===== src/rtl/ipm_distributed_fifo_ctrl.sv =====
// Pointer and flag controller for a FIFO built on an external simple dual-port RAM.
// Read side is first-word-fall-through: the RAM read address always points at the head word.
module ipm_distributed_fifo_ctrl #(
  parameter int unsigned ADDR_WIDTH       = 4,
  parameter int unsigned ALMOST_FULL_NUM  = 2**ADDR_WIDTH - 2,
  parameter int unsigned ALMOST_EMPTY_NUM = 2
) (
  input  logic                  clk,
  input  logic                  rst,
  input  logic                  flush,
  input  logic                  wr_en,
  input  logic                  rd_en,
  output logic                  ram_wr_en,
  output logic [ADDR_WIDTH-1:0] ram_wr_addr,
  output logic [ADDR_WIDTH-1:0] ram_rd_addr,
  output logic                  full,
  output logic                  empty,
  output logic                  almost_full,
  output logic                  almost_empty,
  output logic [ADDR_WIDTH:0]   water_level,
  output logic                  overflow,
  output logic                  underflow
);

  localparam logic [ADDR_WIDTH:0] AfNum = (ADDR_WIDTH+1)'(ALMOST_FULL_NUM);
  localparam logic [ADDR_WIDTH:0] AeNum = (ADDR_WIDTH+1)'(ALMOST_EMPTY_NUM);

  logic [ADDR_WIDTH:0] wr_ptr_q, wr_ptr_d;
  logic [ADDR_WIDTH:0] rd_ptr_q, rd_ptr_d;
  logic [ADDR_WIDTH:0] level_d;
  logic                wr_acc, rd_acc;
  logic                full_d, empty_d, almost_full_d, almost_empty_d;
  logic                overflow_d, underflow_d;

  // Acceptance uses the registered flags, so a read never frees space for a same-cycle write.
  assign wr_acc    = wr_en && !full && !flush;
  assign rd_acc    = rd_en && !empty && !flush;
  assign ram_wr_en = wr_acc;

  assign ram_wr_addr = wr_ptr_q[ADDR_WIDTH-1:0];
  assign ram_rd_addr = rd_ptr_q[ADDR_WIDTH-1:0];

  always_comb begin
    wr_ptr_d = wr_ptr_q;
    rd_ptr_d = rd_ptr_q;
    if (flush) begin
      wr_ptr_d = '0;
      rd_ptr_d = '0;
    end else begin
      if (wr_acc) wr_ptr_d = wr_ptr_q + {{ADDR_WIDTH{1'b0}}, 1'b1};
      if (rd_acc) rd_ptr_d = rd_ptr_q + {{ADDR_WIDTH{1'b0}}, 1'b1};
    end
  end

  // Flags come from next-state pointers so they are exact right after the edge.
  always_comb begin
    level_d        = wr_ptr_d - rd_ptr_d;
    full_d         = (wr_ptr_d[ADDR_WIDTH-1:0] == rd_ptr_d[ADDR_WIDTH-1:0]) &&
                     (wr_ptr_d[ADDR_WIDTH] != rd_ptr_d[ADDR_WIDTH]);
    empty_d        = (wr_ptr_d == rd_ptr_d);
    almost_full_d  = (level_d >= AfNum);
    almost_empty_d = (level_d <= AeNum);
    overflow_d     = wr_en && full && !flush;
    underflow_d    = rd_en && empty && !flush;
  end

  always_ff @(posedge clk or posedge rst) begin
    if (rst) begin
      wr_ptr_q     <= '0;
      rd_ptr_q     <= '0;
      water_level  <= '0;
      full         <= 1'b0;
      empty        <= 1'b1;
      almost_full  <= 1'b0;
      almost_empty <= 1'b1;
      overflow     <= 1'b0;
      underflow    <= 1'b0;
    end else begin
      wr_ptr_q     <= wr_ptr_d;
      rd_ptr_q     <= rd_ptr_d;
      water_level  <= level_d;
      full         <= full_d;
      empty        <= empty_d;
      almost_full  <= almost_full_d;
      almost_empty <= almost_empty_d;
      overflow     <= overflow_d;
      underflow    <= underflow_d;
    end
  end

endmodule


===== config.mk =====
export PLATFORM = sky130hd
export DESIGN_NAME = ipm_distributed_fifo_ctrl
export DESIGN_NICKNAME = d
export VERILOG_FILES = /design/src/rtl/ipm_distributed_fifo_ctrl.sv
export SDC_FILE = /design/constraint.sdc
export NUM_CORES = 1
export LEC_CHECK = 0
export BUFFER_PORTS_ARGS = -buffer_cell sky130_fd_sc_hd__buf_2
export CAP_MARGIN = 0
export CORE_ASPECT_RATIO = 0.75
export CORE_UTILIZATION = 53
export CTS_CLUSTER_SIZE = 8
export DETAILED_ROUTE_END_ITERATION = 8
export PLACE_DENSITY_LB_ADDON = 0.12
export SYNTH_ARGS = -nofsm -noshare
export SYNTH_HDL_FRONTEND = slang
export SYNTH_SLANG_ARGS = --single-unit

===== constraint.sdc =====
create_clock -name clk -period 3.2 [get_ports clk]
set_clock_uncertainty 0.05 [all_clocks]
set_input_delay 0.48 -clock clk [delete_from_list [all_inputs] [get_ports clk]]
set_output_delay 0.48 -clock clk [all_outputs]
set_load 0.02 [all_outputs]

Yosys cells after proc, flatten, opt, wreduce, memory -nomap -nowiden
Cells that the tools add are included.
{"block": "op_classes", "n_addsub": 3, "magnitude_cmp": 2, "eq_ne": 3, "n_mux": 4, "n_reduce_logical": 12}
{"op": "2-to-1 mux 5 bit", "n": 4}
{"op": "adder 5 x 1 -> 5 bit (second input constant)", "n": 2}
{"op": "logical AND 1 bit", "n": 9}
{"op": "== test 5 bit", "n": 1}
{"op": ">= comparator 5 x 4 -> 1 bit (second input constant)", "n": 1}
{"op": "less-or-equal comparator 5 x 2 -> 1 bit (second input constant)", "n": 1}
{"op": "subtractor 5 bit", "n": 1}
{"op": "== test 4 bit", "n": 1}
{"op": "logical NOT 1 bit", "n": 3}
{"op": "inequality test 1 bit", "n": 1}
{"block": "word_totals", "regBits": 21, "input_bits": 5, "output_inout_bits": 20, "wordCells": 33}

Depth between registers and ports, before layout
{"block": "logic_depth", "ltp_word": 7, "ltp_mapped": 11}

Worst setup path before layout
Ideal clock, no wire load.
{"block": "synth_timing", "kind": "register -> register", "startpoint": "register empty", "endpoint": "register almost_empty", "setup_ns": 0.075, "arrival_time_ns": 2.654, "t_required_ns": 3.075, "slack_ns": 0.421, "stages_incl_launch_ff": 10, "cell_sequence": "dfstp_2 > and2b_2 > mux2i_1 > or2_2 > fa_1 > nand2_1 > nand2_1 > a21o_1 > or4_1 > mux2i_1"}
{"block": "synth_via", "elab_chain_len": 7}
{"item": "from (decl)", "line_no": "17", "rtl": "output logic empty,"}
{"item": "from (signal assigned)", "line_no": "83", "rtl": "empty <= empty_d;"}
{"item": "logical NOT 1 bit", "line_no": "37", "rtl": "assign rd_acc = rd_en && !empty && !flush;"}
{"item": "logical AND 1 bit (2 in series)", "line_no": "37"}
{"item": "2-to-1 mux 5 bit", "line_no": "51", "rtl": "if (rd_acc) rd_ptr_d = rd_ptr_q + {{ADDR_WIDTH{1'b0}}, 1'b1};"}
{"item": "2-to-1 mux 5 bit", "line_no": "46", "rtl": "if (flush) begin"}
{"item": "subtractor 5 bit", "line_no": "57", "rtl": "level_d = wr_ptr_d - rd_ptr_d;"}
{"item": "less-or-equal comparator 5 x 2 -> 1 bit", "line_no": "62", "rtl": "almost_empty_d = (level_d <= AeNum);"}
{"item": "named net almost_empty_d", "line_no": "32", "rtl": "logic full_d, empty_d, almost_full_d, almost_empty_d;"}
{"item": "to (signal assigned)", "line_no": "85", "rtl": "almost_empty <= almost_empty_d;"}
{"item": "to (decl)", "line_no": "19", "rtl": "output logic almost_empty,"}
The timed path passes the listed nets, and every way through them passes these cells.

Worst setup path after layout
{"block": "layout_timing", "startpoint": "register empty", "endpoint": "register almost_empty"}
{"block": "layout_via", "elab_chain_len": 7}
{"item": "logical NOT 1 bit", "line_no": "37"}
{"item": "logical AND 1 bit (2 in series)", "line_no": "37"}
{"item": "2-to-1 mux 5 bit", "line_no": "51"}
{"item": "2-to-1 mux 5 bit", "line_no": "46"}
{"item": "named net rd_ptr_d[0]", "line_no": "29", "rtl": "logic [ADDR_WIDTH:0] rd_ptr_q, rd_ptr_d;"}
{"item": "subtractor 5 bit", "line_no": "57"}
{"item": "less-or-equal comparator 5 x 2 -> 1 bit", "line_no": "62"}
{"item": "named net almost_empty_d", "line_no": "32"}
The timed path passes the listed nets, and every way through them passes these cells.

==> flow_metrics.tcl <==
set metrics [dict create \
    slew_violations 0 \
    diodes 0 \
    final_net_count 139 \
    postSynthCellCount 108 \
    drcViolationCount 0 \
    ant_nets 0 \
    die_x_um 56.1 \
    first_iter_violations 14 \
    cts_tree "done" \
    setup_viol 0 \
    setup_ws_ns 0.268 \
    yosysSeqAreaShare_pct 45.4 \
    ir_drop_v 0.000448 \
    cp-end-kind "register" \
    dpl.hpwl_um 1430 \
    cts_resized 0 \
    maxCapViolations 0 \
    period_share_pct 91.6 \
    status "completed" \
    startpoint_type "register" \
    syn_area_per_cell_um2 10.8 \
    hold_viol 0 \
    antenna_found_initial 0 \
    slew_headroom_pct 48.0 \
    synth-edff-count 0 \
    ys_ff_latch 21 \
    wirelength_um 1830 \
    gp_congestion 0.823 \
    via_per_inst 4.98 \
    worstHoldPathType "input pin to async pin" \
    grt_pass1_vias 695 \
    ys_async_sr_fraction_pct 100 \
    synthFlopType "dfrtp_1" \
    required_ns 3.39 \
    vias 747 \
    root_buffer "clkbuf_4" \
    rsz0062_at_grt "no" \
    worstPathArrival_ns 3.12 \
    synth_nets 120 \
    fin_crit_ns 2.93 \
    leakagePower_nw 0.689 \
    grt_max_degree 22 \
    dp_slack_ns 0.215 \
    grt_usage_pct 18.3 \
    firstDrtPassIters 4 \
    synth.area.top_cells "dfrtp_1, ha_1, buf_4, dfstp_2, xnor2_1" \
    syn_area_um2 1160 \
    die-area_um2 2390 \
    yosysTopAreaCellShare_pct 40.9 \
    ioPinCount 25 \
    routedWlPerCell_um 12.2 \
    tns_ns 0 \
    clkLatencyLatePin_ns 0.30 \
    powerDensity_nw_per_um2 589 \
    synth_largest_area_cell "dfrtp_1" \
    clkTransAtPathRegs_ns 0.11 \
    ys_types 32 \
    clock_path_buffers 2 \
    grt_overflow 0 \
    drive_gt1_share_pct 31.0 \
    r2r_slack_ns 0.27 \
    crit_fanout 5 \
    yosysWarnings 0 \
    core_area_um2 2030 \
    cts.sinks 21 \
    cts_max_level 1 \
    max_freq_mhz 341 \
    die_y_um 42.6 \
    synthToLayoutAreaGrowth_pct 9.35 \
    design_power_total_mw 0.749 \
    start_util_pct 57.3 \
    cts_buffers 3 \
    grt_pass1_wl_um 3240 \
    hold_buffers 0 \
    rows 14 \
    numPortBuffers 24 \
    post_cts_buffers 0 \
    worst_pin_slew_ns 0.780 \
    criticalPathCategory "register to register" \
]
==> routing by layer <==
metal,global-route usage [%],vias to the layer above,share of wire [%]
met2,26.4,15,42
met4,5.85,0,0.55
met3,5.56,2,4.4
met1,26.5,339,53
met5,0,-,0
li1,-,391,-
==> cells in the mapped netlist (all sizes together), types with 2 or more instances <==
| master | count |
|---|---|
| dfrtp | 19 |
| nor2 | 9 |
| or2 | 4 |
| nor2b | 5 |
| nand4 | 4 |
| a31oi | 3 |
| xnor2 | 6 |
| dfstp | 2 |
| o21ai | 2 |
| nand2 | 6 |
| inv | 8 |
| xor2 | 6 |
| mux2i | 5 |
| ha | 6 |
| buf | 9 |
==> report_power, final <==
group          total [mW]  switching, mW  internal, mW
clock network       0.126         0.0794        0.0466
logic               0.279          0.172         0.107
registers           0.344         0.0211         0.323
total               0.749          0.273         0.477
==> registers in the layout, summed over array words and instances (netlist names) <==
register,count
overflow,1
water_level,5
almost_full,1
wr_ptr_q,5
underflow,1
almost_empty,1
empty,1
full,1
rd_ptr_q,5
==> critical path, stage by stage, from the launching register on <==
cell     delay [ns]
dfstp_2        0.56
and2b_2        0.27
xnor2_1        0.13
nor2_1         0.15
ha_1           0.21
inv_1          0.06
fa_1           0.40
nand2_1        0.10
nand2_1        0.07
a21o_1         0.22
or4_1          0.52
mux2i_1        0.15
==> cell families after synthesis <==
logic type | after synthesis | synth area share, %
buf+inv | 18 | 8.49
xor+xnor | 12 | 9.03
fa+ha+maj | 7 | 8.17
flops | 21 | 45.4
compound gates | 9 | 5.27
simple gates | 36 | 19.4
mux | 5 | 4.30
==> cell type report <==
type | instances | area, um^2
Sequential cell | 21 | 528
Fill cell | 173 | 759
Inverter | 8 | 30.0
Clock inverter | 1 | 5.00
Tap cell | 24 | 30.0
Multi-Input combinational cell | 69 | 537
Timing Repair Buffer | 24 | 120
Clock buffer | 3 | 22.5
==> path summary, 6_finish.rpt <==
check                           startpoint                       end  cells after the start
min in group clk                     rd_en       underflow$_DFF_PP0_                      3
setup / recovery           empty$_DFF_PP1_    almost_empty$_DFF_PP1_                     11
hold reg to reg            empty$_DFF_PP1_       underflow$_DFF_PP0_                      2
hold / removal                         rst  water_level[4]$_DFF_PP0_                      2
max in group asynchronous              rst  water_level[2]$_DFF_PP0_                      2
setup reg to reg           empty$_DFF_PP1_    almost_empty$_DFF_PP1_                     11
==> layout by cell type (no fill, tap or decap), types with 4 or more instances in the layout <==
cell and count:
buf_2 24, dfrtp_1 19, nor2_1 9, inv_1 8, xor2_1 6, nand2_1 6, xnor2_1 6, ha_1 6
nor2b_1 5, mux2i_1 5, or2_2 4
==> through the flow <==
stage | util, % | instance area (um^2) | hold WS (ns) | std cells
2_1_floorplan | - | 1160 | 0.405 | 108
3_5_place_dp | 61.3 | 1240 | 0.441 | 146
5_1_grt | 62.6 | 1270 | 0.307 | 150
6_report | 62.6 | 1270 | 0.251 | 150
3_3_place_gp | 61.3 | 1240 | 0.436 | 146
4_1_cts | 62.6 | 1270 | 0.271 | 150
(Power assumes the default switching activity.)
